## config.mk

```make
export PLATFORM = sky130hd
export DESIGN_NAME = gpio_uart_streamer
export DESIGN_NICKNAME = d
export VERILOG_FILES = /design/src/rtl/gpio_stream_pkg.sv /design/src/rtl/uart_tx_byte.sv /design/src/rtl/gpio_uart_streamer.sv
export SDC_FILE = /design/constraint.sdc
export NUM_CORES = 1
export LEC_CHECK = 0
export CAP_MARGIN = 20
export CELL_PAD_IN_SITES_DETAIL_PLACEMENT = 1
export CELL_PAD_IN_SITES_GLOBAL_PLACEMENT = 1
export CORE_MARGIN = 3
export CORE_UTILIZATION = 49
export DETAILED_ROUTE_END_ITERATION = 6
export PLACE_DENSITY = 0.83
export SYNTH_ARGS = -nofsm -noshare
export SYNTH_HDL_FRONTEND = slang
export SYNTH_SLANG_ARGS = --single-unit
export TNS_END_PERCENT = 20
```

## constraint.sdc

```tcl
create_clock -name clk -period 6.2 [get_ports clk]
set_clock_uncertainty 0.2 [all_clocks]
set_input_delay 1.24 -clock clk [delete_from_list [all_inputs] [get_ports clk]]
set_output_delay 1.24 -clock clk [all_outputs]
set_load 0.01 [all_outputs]
```

## src/rtl/gpio_stream_pkg.sv

```systemverilog
// Shared types for the GPIO pixel capture to UART streaming path.
package gpio_stream_pkg;

    typedef enum logic [1:0] {
        TAG_R   = 2'd0,
        TAG_G   = 2'd1,
        TAG_B   = 2'd2,
        TAG_EOI = 2'd3
    } tag_e;

    localparam logic [7:0] HDR_BASE = 8'hA0;

    typedef enum logic [1:0] {
        ST_IDLE,
        ST_HDR,
        ST_LANE,
        ST_STOP_GAP
    } state_e;

    typedef struct packed {
        tag_e        tag;
        logic [31:0] data;
    } entry_t;

    function automatic logic [7:0] header_byte(input tag_e t);
        return HDR_BASE | {6'b0, t};
    endfunction

endpackage

```

## src/rtl/uart_tx_byte.sv

```systemverilog
// 8N1 byte serialiser; done marks the final stop-bit cycle so bytes can chain.
module uart_tx_byte #(
    parameter int CLKS_PER_BIT = 434
) (
    input  logic       clk,
    input  logic       rst_n,
    input  logic       start,
    input  logic [7:0] byte_in,
    output logic       tx,
    output logic       done
);

    localparam int BW = (CLKS_PER_BIT > 1) ? $clog2(CLKS_PER_BIT) : 1;
    localparam logic [BW-1:0] BAUD_LAST = BW'(CLKS_PER_BIT - 1);

    logic [BW-1:0] baud_cnt;
    logic [3:0]    bit_cnt;
    logic [8:0]    shreg;
    logic          active;

    assign done = active && (bit_cnt == 4'd9) && (baud_cnt == BAUD_LAST);

    // Start bit goes out on load; each bit boundary shifts the next bit (stop bit is the fill).
    always_ff @(posedge clk or negedge rst_n) begin
        if (!rst_n) begin
            tx       <= 1'b1;
            active   <= 1'b0;
            bit_cnt  <= '0;
            baud_cnt <= '0;
            shreg    <= '1;
        end else if (start) begin
            tx       <= 1'b0;
            shreg    <= {1'b1, byte_in};
            active   <= 1'b1;
            bit_cnt  <= '0;
            baud_cnt <= '0;
        end else if (active) begin
            if (baud_cnt == BAUD_LAST) begin
                baud_cnt <= '0;
                if (bit_cnt == 4'd9) begin
                    active <= 1'b0;
                end else begin
                    bit_cnt <= bit_cnt + 4'd1;
                    tx      <= shreg[0];
                    shreg   <= {1'b1, shreg[8:1]};
                end
            end else begin
                baud_cnt <= baud_cnt + BW'(1);
            end
        end
    end

endmodule

```

## src/rtl/gpio_uart_streamer.sv

```systemverilog
// Captures GPIO pixel words and end-of-image events, queues them, and sends each as a UART frame.
module gpio_uart_streamer
    import gpio_stream_pkg::*;
#(
    parameter int FIFO_DEPTH   = 8,
    parameter int CLKS_PER_BIT = 434
) (
    input  logic                        clk,
    input  logic                        rst_n,
    input  logic [127:0]                gpio,
    input  logic                        gpio_en_r,
    input  logic                        gpio_en_g,
    input  logic                        gpio_en_b,
    input  logic                        gpio_en,
    output logic                        tx,
    output logic                        busy,
    output logic                        overflow,
    output logic [$clog2(FIFO_DEPTH):0] fifo_count
);

    localparam int PW = $clog2(FIFO_DEPTH);
    localparam logic [PW:0] DEPTH_C = (PW + 1)'(FIFO_DEPTH);

    entry_t          mem [FIFO_DEPTH];
    logic [PW-1:0]   wr_ptr;
    logic [PW-1:0]   rd_ptr;
    logic            gpio_en_q;
    state_e          state;
    entry_t          frame;
    entry_t          head;
    logic [1:0]      byte_cnt;

    logic            eoi_req;
    logic [2:0]      n_req;
    logic            push_req;
    logic            conflict;
    logic            full;
    logic            push_ok;
    logic            pop;
    entry_t          push_entry;
    logic [PW:0]     count_nxt;
    logic            uart_start;
    logic            uart_done;
    logic [7:0]      uart_byte;
    logic            gpio_unused;

    assign head        = mem[rd_ptr];
    assign gpio_unused = ^{gpio[127:104], gpio[95:72], gpio[63:40], gpio[31:8]};

    // Pick at most one push per cycle (R > G > B > EOI) and flag any request that loses or hits a full FIFO.
    always_comb begin
        eoi_req         = gpio_en & ~gpio_en_q;
        n_req           = 3'(gpio_en_r) + 3'(gpio_en_g) + 3'(gpio_en_b) + 3'(eoi_req);
        push_req        = (n_req != 3'd0);
        conflict        = (n_req > 3'd1);
        push_entry      = '0;
        push_entry.data = {gpio[103:96], gpio[71:64], gpio[39:32], gpio[7:0]};
        if (gpio_en_r) begin
            push_entry.tag = TAG_R;
        end else if (gpio_en_g) begin
            push_entry.tag = TAG_G;
        end else if (gpio_en_b) begin
            push_entry.tag = TAG_B;
        end else begin
            push_entry.tag  = TAG_EOI;
            push_entry.data = '0;
        end
        full      = (fifo_count == DEPTH_C);
        push_ok   = push_req & ~full;
        pop       = (state == ST_IDLE) && (fifo_count != '0);
        count_nxt = fifo_count + (PW + 1)'(push_ok) - (PW + 1)'(pop);
    end

    // Decide when the serialiser gets its next byte and which byte of the frame that is.
    always_comb begin
        uart_start = 1'b0;
        uart_byte  = header_byte(head.tag);
        case (state)
            ST_IDLE: begin
                uart_start = pop;
            end
            ST_HDR: begin
                uart_start = uart_done && (frame.tag != TAG_EOI);
                uart_byte  = frame.data[31:24];
            end
            ST_LANE: begin
                uart_start = uart_done && (byte_cnt != 2'd3);
                case (byte_cnt)
                    2'd0:    uart_byte = frame.data[23:16];
                    2'd1:    uart_byte = frame.data[15:8];
                    default: uart_byte = frame.data[7:0];
                endcase
            end
            default: begin
                uart_start = 1'b0;
            end
        endcase
    end

    // FIFO storage; stale contents are harmless because the pointers define what is valid.
    always_ff @(posedge clk) begin
        if (push_ok) begin
            mem[wr_ptr] <= push_entry;
        end
    end

    // FIFO pointers, occupancy, sticky overflow and the end-of-image edge register.
    always_ff @(posedge clk or negedge rst_n) begin
        if (!rst_n) begin
            wr_ptr     <= '0;
            rd_ptr     <= '0;
            fifo_count <= '0;
            overflow   <= 1'b0;
            gpio_en_q  <= 1'b0;
        end else begin
            gpio_en_q  <= gpio_en;
            fifo_count <= count_nxt;
            overflow   <= overflow | conflict | (push_req & full);
            if (push_ok) begin
                wr_ptr <= wr_ptr + PW'(1);
            end
            if (pop) begin
                rd_ptr <= rd_ptr + PW'(1);
            end
        end
    end

    // Frame sequencer: header, four lane bytes (colour only), one idle gap cycle; busy tracks the next state.
    always_ff @(posedge clk or negedge rst_n) begin
        if (!rst_n) begin
            state    <= ST_IDLE;
            frame    <= '0;
            byte_cnt <= '0;
            busy     <= 1'b0;
        end else begin
            busy <= (count_nxt != '0) || (state == ST_HDR) || (state == ST_LANE) || pop;
            case (state)
                ST_IDLE: begin
                    if (pop) begin
                        frame <= head;
                        state <= ST_HDR;
                    end
                end
                ST_HDR: begin
                    if (uart_done) begin
                        byte_cnt <= '0;
                        state    <= (frame.tag == TAG_EOI) ? ST_STOP_GAP : ST_LANE;
                    end
                end
                ST_LANE: begin
                    if (uart_done) begin
                        if (byte_cnt == 2'd3) begin
                            state <= ST_STOP_GAP;
                        end else begin
                            byte_cnt <= byte_cnt + 2'd1;
                        end
                    end
                end
                default: begin
                    state <= ST_IDLE;
                end
            endcase
        end
    end

    uart_tx_byte #(
        .CLKS_PER_BIT(CLKS_PER_BIT)
    ) u_tx (
        .clk     (clk),
        .rst_n   (rst_n),
        .start   (uart_start),
        .byte_in (uart_byte),
        .tx      (tx),
        .done    (uart_done)
    );

endmodule

```

==> summary.md, run 1 <==
| Metric | Value |
|---|---|
| # DRC | `0` |
| Antenna Cells | `0` |
| Row count | `between 60 and 70` |
| Die height | `176 um` |
| Routability cong. | `between 0.8 and 0.9` |
| CTS buffer count | `36` |
| Core area | `between 20,000 and 30,000 um2` |
| Number of antenna violations at the first check in global routing | `0` |
| Hold WC Path Type | `register to register` |
| Grt met1 use | `0.281` |
| Most Frequent Cell on Critical Path | `inv_1` |
| Via count | `7,531` |
| Htree depth | `2` |
| Grt total ovfl | `0` |
| Placed cell count | `1,219` |
| Total GRT Usage | `0.211` |
| Port bufs | `44` |
| Final ANT Viol Nets | `0` |
| Syn Nets | `980` |
| Combinational group share of total power | `0.143` |
| I/O pins | `141` |
| Largest net degree at the start of global routing | `75` |
| Worst path bufs/invs | `6` |
| Worst-margin pin slew | `about 1000 ps` |
| Via/cell ratio | `between 5 and 6` |
| Total setup buffers inserted after CTS | `0` |
| Sequential power share | `0.520` |
| Crit path max fanout | `6` |
| Post-CTS Resized | `0` |
| Crit path time final | `5130 ps` |
| DP HPWL | `roughly 19,000 um` |
| FILL cells | `roughly 2,500` |
| Crit path cell chain | `clkdlybuf4s50_1 -> fa_1 -> ha_1 -> inv_1 -> ha_1 -> o31a_1 -> inv_1 -> ha_1 -> inv_1 -> ha_1 -> inv_1 -> fa_1 -> inv_1 -> or4_1 -> or4_1` |
| RSZ-0062 raised after global routing | `false` |
| Most frequent cell after synthesis | `edfxtp_1` |
| Yosys cell types | `52` |
| Status | `completed` |
| P_sw | `1.54 mW` |
| Die Span X | `176 um` |
| Clk pin slew, worst setup/hold paths | `~60 ps` |
| Top cell type's share of synthesized area | `0.575` |
| Pwr per Cell Area | `approximately 370 nW/um2` |
| Max stage delay on crit path | `570 ps` |
| Met2 Use GR | `0.357` |
| Lkg Pwr | `between 5 and 6 nW` |
| CTS Sinks | `346` |
| EDFF count, synth | `272` |
| Ys flop type | `edfxtp_1` |
| Die area | `approximately 31,000 um2` |
| F_max | `roughly 190 MHz` |
| Ys async rst share | `0.214` |
| Final hold viol count | `0` |
| Leading area contributor after synthesis | `edfxtp_1` |
| Worst-Skew Late Latency | `about 530 ps` |
| Final Util | `0.579` |
| Avg Inst Size Synth | `between 15 and 20 um2` |
| GR peak layer | `met2` |
| Layout cells sized above 1 | `0.179` |
| Critical path class | `primary input to register` |
| # hold bufs at CTS | `0` |
| Setup crit start kind | `primary input` |
| Wire length per cell | `approximately 25 um` |
| DR iter-0 viols | `673` |
| Total wire length | `approximately 32,000 um` |
| Initial Util | `0.504` |
| Vias in the first global route | `between 8,000 and 9,000` |
| Data arrival, critical path | `~5300 ps` |
| Post-Synthesis Cells | `slightly above 800` |
| Grt met3 use | `0.0316` |
| Post-Syn Area | `~14,000 um2` |
| Flops & latches, synth | `about 350` |
| Max Slew Vio Count | `0` |
| CTS tree | `built` |
| Sequential fraction of the synthesis area | `0.707` |
| Top post-synthesis cells by area | `edfxtp_1 (58%), dfrtp_1 (11%), mux4_2 (11%)` |
| Slew HR | `0.335` |
| Setup TNS | `0 ps` |
| CP required | `6380 ps` |
| CTS root buf | `clkbuf_16` |
| Total Power | `around 6 mW` |
| Tcrit/Tclk final | `0.827` |
| MaxCap Viol Count | `0` |
| Crit path capture type | `register` |
| Final setup fails | `0` |
| Global-route wire length before repair | `between 40,000 and 50,000 um` |
| Yosys Warn Count | `0` |
| Final non-filler cell total | `roughly 1,300` |
| IR drop worst, VDD | `between 0.0003 and 0.0004 V` |
| Area grow syn2layout | `14.8%` |
| Net Sw Frac | `0.256` |
| Top Family by Delay on Critical Path | `adder cells` |
| Clock Power Share | `0.337` |
| Slowest cell on crit path | `fa_1` |
| Commonest cells in the netlist | `edfxtp_1 (272), mux4_2 (68), nand2_1 (68)` |
| Drt pass-1 iters | `5` |
| Internal Power | `4.47 mW` |
| # nets final | `approximately 1,000` |
| CTS max path bufs | `3` |
## path summary, 6_finish.rpt
path                               startpoint   endpoint  slack [ps]  depth (start not counted)
worst max-delay path                gpio_en_r       busy        1070                         15
worst min-delay path            u_tx.shreg[0]    u_tx.tx         270                          2
worst max register to register      gpio_en_q       busy        1930                         15
worst min register to register  u_tx.shreg[0]    u_tx.tx         270                          2
max in group asynchronous               rst_n  rd_ptr[0]        4370                          1
min in group asynchronous               rst_n  gpio_en_q         680                          1
## final cells by class
cell class / instances / area (um2) / area share
Timing Repair Buffer: 60 / 633 / 0.0389
Tap cell: 378 / 473 / 0.0290
Sequential cell: 346 / 10000 / 0.616
Clock buffer: 53 / 996 / 0.0611
Clock inverter: 11 / 95.1 / 0.00584
Inverter: 24 / 90.1 / 0.00553
Multi-Input combinational cell: 411 / 3970 / 0.244
## stage by stage
stage          hold WS, ps  setup slack [ps]  instance area [um2]
4_1_cts                268              1060                16300
5_1_grt                294               874                16300
2_1_floorplan          240               515                14200
3_5_place_dp           260               504                15200
6_report               270              1070                16300
3_3_place_gp           241               608                15200
## layout by cell type (no fill, tap or decap), drive strengths merged, types with 5 or more instances in the layout
master         netlist  layout
clkbuf              24      53
o2bb2ai              6       6
clkdlybuf4s50        0      43
dfrtp               65      65
a22o                10      10
nand2               68      68
edfxtp             272     272
xnor2                5       5
nor2b               35      35
buf                 16      17
nand2b               6       6
dfstp                9       9
a21o                11      11
clkinv               0       8
o22ai                6       6
a211oi               7       7
o21ai               48      48
inv                 24      26
and3                 8       8
a221o                6       6
nor2                15      15
nor3                 6       6
a21oi                7       7
mux4                68      68
mux2i               35      35
ha                  23      23
## state kept, by name, summed over array words and instances, names as in the netlist, 2 cells and up
name	flops
byte_cnt	2
fifo_count	4
frame	34
mem	272
rd_ptr	3
state	2
u_tx.baud_cnt	9
u_tx.bit_cnt	4
u_tx.shreg	8
wr_ptr	3
## worst min-delay path, delay by kind of cell (launching register included)
family | cells | cell delay (ps)
flip-flops | 1 | 370
buffers and inverters | 1 | 50
AO/OA/AOI/OAI | 1 | 50
## per-layer routing
metal,wire length (um),vias to the layer above
li1,-,3305
met1,12900,3944
met2,16100,228
met3,1580,54
met4,968,0
met5,0,-
## power groups by stage
stage / registers (mW) / logic, mW / clock network (mW)
3_5_place_dp: 3.17 / 0.870 / 0
3_3_place_gp: 3.12 / 0.839 / 0
5_1_grt: 3.15 / 0.934 / 2.15
2_1_floorplan: 3.13 / 0.448 / 0
6_report: 3.12 / 0.859 / 2.02
4_1_cts: 3.13 / 0.875 / 2.06
## logic make-up (layout without fill, tap and decap cells)
group / Yosys count / in the layout / synth area share
compound gates: 112 / 112 / 0.0545
simple gates: 160 / 160 / 0.0577
flops: 346 / 346 / 0.707
xor+xnor: 8 / 8 / 0.00494
buf+inv: 64 / 148 / 0.0182
fa+ha+maj: 25 / 25 / 0.0231
mux: 106 / 106 / 0.135
(Power assumes the default switching activity.)
==> run 2, diff against run 1 <==
==> constraint.sdc (replaced) <==
create_clock -name clk -period 4.9 [get_ports clk]
set_clock_uncertainty 0.2 [all_clocks]
set_input_delay 0.98 -clock clk [delete_from_list [all_inputs] [get_ports clk]]
set_output_delay 0.98 -clock clk [all_outputs]
set_load 0.01 [all_outputs]
==> summary.md, run 2 (same netlist as run 1, synthesis figures left out) <==
| Metric | Value |
|---|---|
| # DRC | `0` |
| Die height | `about 180 um` |
| Status | `completed` |
| Clk pin slew, worst setup/hold paths | `roughly 50 ps` |
| CTS max path bufs | `3` |
| Max Slew Vio Count | `0` |
| DR iter-0 viols | `573` |
| # nets final | `between 1,000 and 1,500` |
| Final hold viol count | `0` |
| Max reg flops | `~270` |
| Via/cell ratio | `~5.7` |
| CTS buffer count | `37` |
| Wire length per cell | `~24 um` |
| Most frequent cells in the layout | `edfxtp_1 (272), mux4_2 (68), nand2_1 (67)` |
| Initial Util | `0.504` |
| Global-route wire length before repair | `between 40,000 and 50,000 um` |
| Core area | `between 20,000 and 30,000 um2` |
| CTS tree | `built` |
| Die area | `31,100 um2` |
| I/O pins | `roughly 140` |
| Total wire length | `30,900 um` |
| # hold bufs at CTS | `0` |
| Crit path max fanout | `2` |
| Lkg Pwr | `a little under 6 nW` |
| Routability cong. | `0.774` |
| Slew HR | `0.294` |
| Final worst slack | `approximately 140 ps` |
| Drt pass-1 iters | `5` |
| Critical path class | `primary input to register` |
| Crit path capture type | `register` |
| Largest net degree at the start of global routing | `75` |
| Hold slack | `264 ps` |
| Tcrit/Tclk final | `0.971` |
| Worst-Skew Late Latency | `510 ps` |
| Area grow syn2layout | `15.5%` |
| Vias in the first global route | `between 8,000 and 9,000` |
| Commonest non-fill, non-tap cell in the layout | `edfxtp_1` |
| Htree depth | `2` |
| Top Registers | `mem x272, frame x34, u_tx.baud_cnt x9` |
| Total setup buffers inserted after CTS | `0` |
| DP HPWL | `approximately 18,000 um` |
| DP Worst Slack | `-360 ps` |
| Pwr per Cell Area | `approximately 460 nW/um2` |
| F_max | `210 MHz` |
| Largest Register | `mem` |
| Total GRT Usage | `0.205` |
| Final setup fails | `0` |
| Crit path time final | `4760 ps` |
| Data arrival, critical path | `just under 5000 ps` |
| Final ANT Viol Nets | `0` |
| Row count | `just over 60` |
| Final Util | `0.582` |
| CP required | `~5100 ps` |
| Layout cells sized above 1 | `0.195` |
| Worst-margin pin slew | `1060 ps` |
| Die Span X | `about 180 um` |
| Setup crit start kind | `primary input` |
| IR drop worst, VDD | `between 0.0003 and 0.0004 V` |
| CTS root buf | `clkbuf_16` |
| Grt total ovfl | `0` |
| CTS Sinks | `between 300 and 400` |
| Via count | `roughly 7,400` |
| Number of antenna violations at the first check in global routing | `0` |
| Hold WC Path Type | `register to register` |
| MaxCap Viol Count | `0` |
| Antenna Cells | `0` |
| Port bufs | `44` |
==> run 2: per-stage QoR <==
stage / TNS (ps) / total power [mW] / std cells / instance area [um2]
floorplan: -17800 / 4.53 / 821 / 14200
global placement: -248 / 5.03 / 1225 / 15300
detailed placement: -360 / 5.12 / 1226 / 15300
CTS: 0 / 7.70 / 1292 / 16400
global route: -6.68 / 7.95 / 1292 / 16400
finish: 0 / 7.61 / 1292 / 16400
==> run 2: worst paths after layout <==
| check | from | endpoint | slack (ps) | cells after the start |
|---|---|---|---|---|
| worst max-delay path | gpio_en | busy | 140 | 16 |
| worst min-delay path | overflow | overflow | 260 | 1 |
| worst max register to register | gpio_en_q | busy | 830 | 15 |
| worst min register to register | overflow | overflow | 260 | 1 |
| max in group asynchronous | rst_n | rd_ptr[0] | 3340 | 1 |
| min in group asynchronous | rst_n | overflow | 440 | 1 |
==> run 2: area by class of cell <==
class | count | area, um2
Tap cell | 378 | 473
Clock buffer | 49 | 991
Fill cell | 2483 | 11800
Clock inverter | 17 | 118
Multi-Input combinational cell | 411 | 3980
Timing Repair Buffer | 67 | 711
Sequential cell | 346 | 10000
Inverter | 24 | 90.1
==> run 2: critical path, stage by stage <==
cell and delay, ps:
clkdlybuf4s50_1 440, nor2b_2 170, fa_1 480, ha_2 180, inv_1 50, ha_1 300
o31a_1 260, inv_1 70, ha_1 230, inv_1 60, ha_1 150, inv_1 60
fa_1 490, inv_1 50, or4_1 540, or4_4 430
==> run 2: repair_timing <==
action,4_1_cts,5_1_grt
setup endpoints to repair,0,1
resized for setup,0,3
hold endpoints to repair,0,0
==> run 2: per-layer routing <==
layer	share of wire	wire, um	track usage
met1	0.43	13200	0.286
met2	0.50	15500	0.341
met3	0.048	1470	0.0342
met4	0.024	731	0.0551
met5	0	0	0
==> run 2: report_power, final <==
group          internal, mW  switching, mW  leakage (nW)
Sequential             3.78          0.158          3.35
Combinational         0.418          0.681          1.88
Clock                  1.48           1.09         0.543
Total                  5.68           1.93          5.78
==> run 3, diff against run 2 <==
--- a/config.mk
+++ b/config.mk
@@ -11,7 +11,9 @@
 export CORE_MARGIN = 3
 export CORE_UTILIZATION = 49
 export DETAILED_ROUTE_END_ITERATION = 6
+export MAX_ROUTING_LAYER = met4
 export PLACE_DENSITY = 0.83
+export REMOVE_ABC_BUFFERS = 1
 export SYNTH_ARGS = -nofsm -noshare
 export SYNTH_HDL_FRONTEND = slang
 export SYNTH_SLANG_ARGS = --single-unit
==> constraint.sdc (replaced) <==
create_clock -name clk -period 5.25 [get_ports clk]
set_clock_uncertainty 0.2 [all_clocks]
set_input_delay 1.05 -clock clk [delete_from_list [all_inputs] [get_ports clk]]
set_output_delay 1.05 -clock clk [all_outputs]
set_load 0.01 [all_outputs]
==> summary.md, run 3 (same netlist as run 1, synthesis figures left out) <==
| Metric | Value |
|---|---|
| Status | `completed` |
| Worst-Skew Late Latency | `between 500 and 600 ps` |
| Final ANT Viol Nets | `0` |
| WHS Endpoint | `u_tx.tx` |
| Data arrival, critical path | `4960 ps` |
| CTS root buf | `clkbuf_16` |
| Slew HR | `0.257` |
| Largest net degree at the start of global routing | `about 70` |
| Crit path max fanout | `2` |
| Antenna Cells | `0` |
| Max reg flops | `about 270` |
| FILL cells | `between 2,000 and 2,500` |
| R2R depth | `15` |
| Die Span X | `176 um` |
| Routability cong. | `around 0.75` |
| FF-to-FF End | `busy` |
| RSZ-0062 raised after global routing | `false` |
| CTS max path bufs | `3` |
| F_max | `about 210 MHz` |
| Wire length per cell | `about 25 um` |
| Hold Crit Depth | `2` |
| Row count | `just over 60` |
| Via count | `around 7,600` |
| Vias in the first global route | `8,467` |
| Total GRT Usage | `0.223` |
| Crit path time final | `around 4800 ps` |
| CTS buffer count | `37` |
| Final worst slack | `about 480 ps` |
| Largest Register | `mem` |
| Most frequent cells in the layout | `edfxtp_1 (272), mux4_2 (68), nand2_1 (67)` |
| Total wire length | `~32,000 um` |
| Die area | `31,100 um2` |
| Setup crit start kind | `primary input` |
| CP required | `5440 ps` |
| Global-route wire length before repair | `51,100 um` |
| Crit path capture type | `register` |
| MaxCap Viol Count | `0` |
| Multi-input gate area | `a little under 4000 um2` |
| Setup TNS | `0 ps` |
| Max Slew Vio Count | `0` |
| Critical path class | `primary input to register` |
| Die height | `roughly 180 um` |
| CTS Sinks | `roughly 350` |
| Core area | `between 20,000 and 30,000 um2` |
| Post-CTS Resized | `0` |
| # DRC | `0` |
| Tcrit/Tclk final | `0.908` |
| Hold path start | `u_tx.shreg[0]` |
| Hold WC Path Type | `register to register` |
| Commonest non-fill, non-tap cell in the layout | `edfxtp_1` |
| CTS tree | `built` |
| Final hold viol count | `0` |
| Setup slack, reg-to-reg | `about 1200 ps` |
| Final setup fails | `0` |
| Via/cell ratio | `~5.8` |
| Initial Util | `0.504` |
| # nets final | `about 1,000` |
| DP HPWL | `19,000 um` |
| Clk pin slew, worst setup/hold paths | `60 ps` |
| # hold bufs at CTS | `0` |
| Total setup buffers inserted after CTS | `0` |
| I/O pins | `between 100 and 150` |
| Lkg Pwr | `slightly below 6 nW` |
| Total Power | `approximately 7 mW` |
| DP Worst Slack | `-100 ps` |
| Worst-margin pin slew | `~1100 ps` |
| Htree depth | `2` |
| Number of antenna violations at the first check in global routing | `0` |
| Pwr per Cell Area | `between 400 and 500 nW/um2` |
| Top Registers | `mem x272, frame x34, u_tx.baud_cnt x9` |
| DR iter-0 viols | `slightly above 500` |
| Worst flop-to-flop path startpoint | `gpio_en_q` |
| Grt total ovfl | `0` |
| Port bufs | `between 40 and 50` |
| Layout cells sized above 1 | `0.192` |
| Drt pass-1 iters | `4` |
| Reg area | `roughly 10,000 um2` |
| Area grow syn2layout | `15.3%` |
| IR drop worst, VDD | `0.000286 V` |
run 3: cell count changes in the layout (fill, tap and decap cells not counted), moves of 2 or more:
cell        previous run  this run
clkinv_1               4         7
clkinv_8               0         2
clkinvlp_4             2         0
buf_4                 16        22
buf_12                 8         4
run 3: per-stage QoR:
stage	instances	util	cell area (um2)	hold WS, ps
after CTS	1295	0.581	16400	264
after detailed placement	1228	0.541	15200	253
after floorplan	781	-	14000	240
after global routing	1295	0.581	16400	301
after global placement	1228	0.541	15200	251
final	1295	0.581	16400	259
run 3: power breakdown:
group	internal (mW)	total (mW)	leakage, nW	switching [mW]
registers	3.53	3.69	3.35	0.157
clock network	1.39	2.44	0.556	1.05
logic	0.376	1.02	1.88	0.642
total	5.29	7.14	5.78	1.85
run 3: metal layers:
layer,vias to the layer above,GRT usage,wire length [um]
met5,-,-,0
met4,0,0.0551,601
met3,52,0.0333,1560
met2,211,0.387,17400
met1,3971,0.280,12800
li1,3325,-,-
run 3: critical path, cell delays in order:
cell,delay (ps)
clkdlybuf4s50_1,470
nor2b_1,170
fa_1,430
ha_1,210
inv_1,60
ha_1,230
o31a_1,340
inv_1,80
ha_1,230
inv_1,60
ha_1,150
inv_1,50
fa_1,470
inv_1,50
or4_1,520
or4_1,410
run 3: final cells by class:
cell class | instances | area share
clock buffer | 48 | 0.0603
clock inverter | 19 | 0.00864
inverter | 24 | 0.00550
multi-input combinational | 411 | 0.242
sequential | 346 | 0.613
tap | 378 | 0.0289
timing repair buffer | 69 | 0.0413
run 3: how the worst max path moves through the flow:
stage	cells after the start	startpoint	endpoint	slack [ps]
final	16	gpio_en	busy	480
after global routing	16	gpio_en	busy	300
after CTS	16	gpio_en	busy	460
after detailed placement	16	gpio_en	busy	-100
after global placement	16	gpio_en	busy	-40
after floorplan	8	gpio_en	mem[0][0]	-250
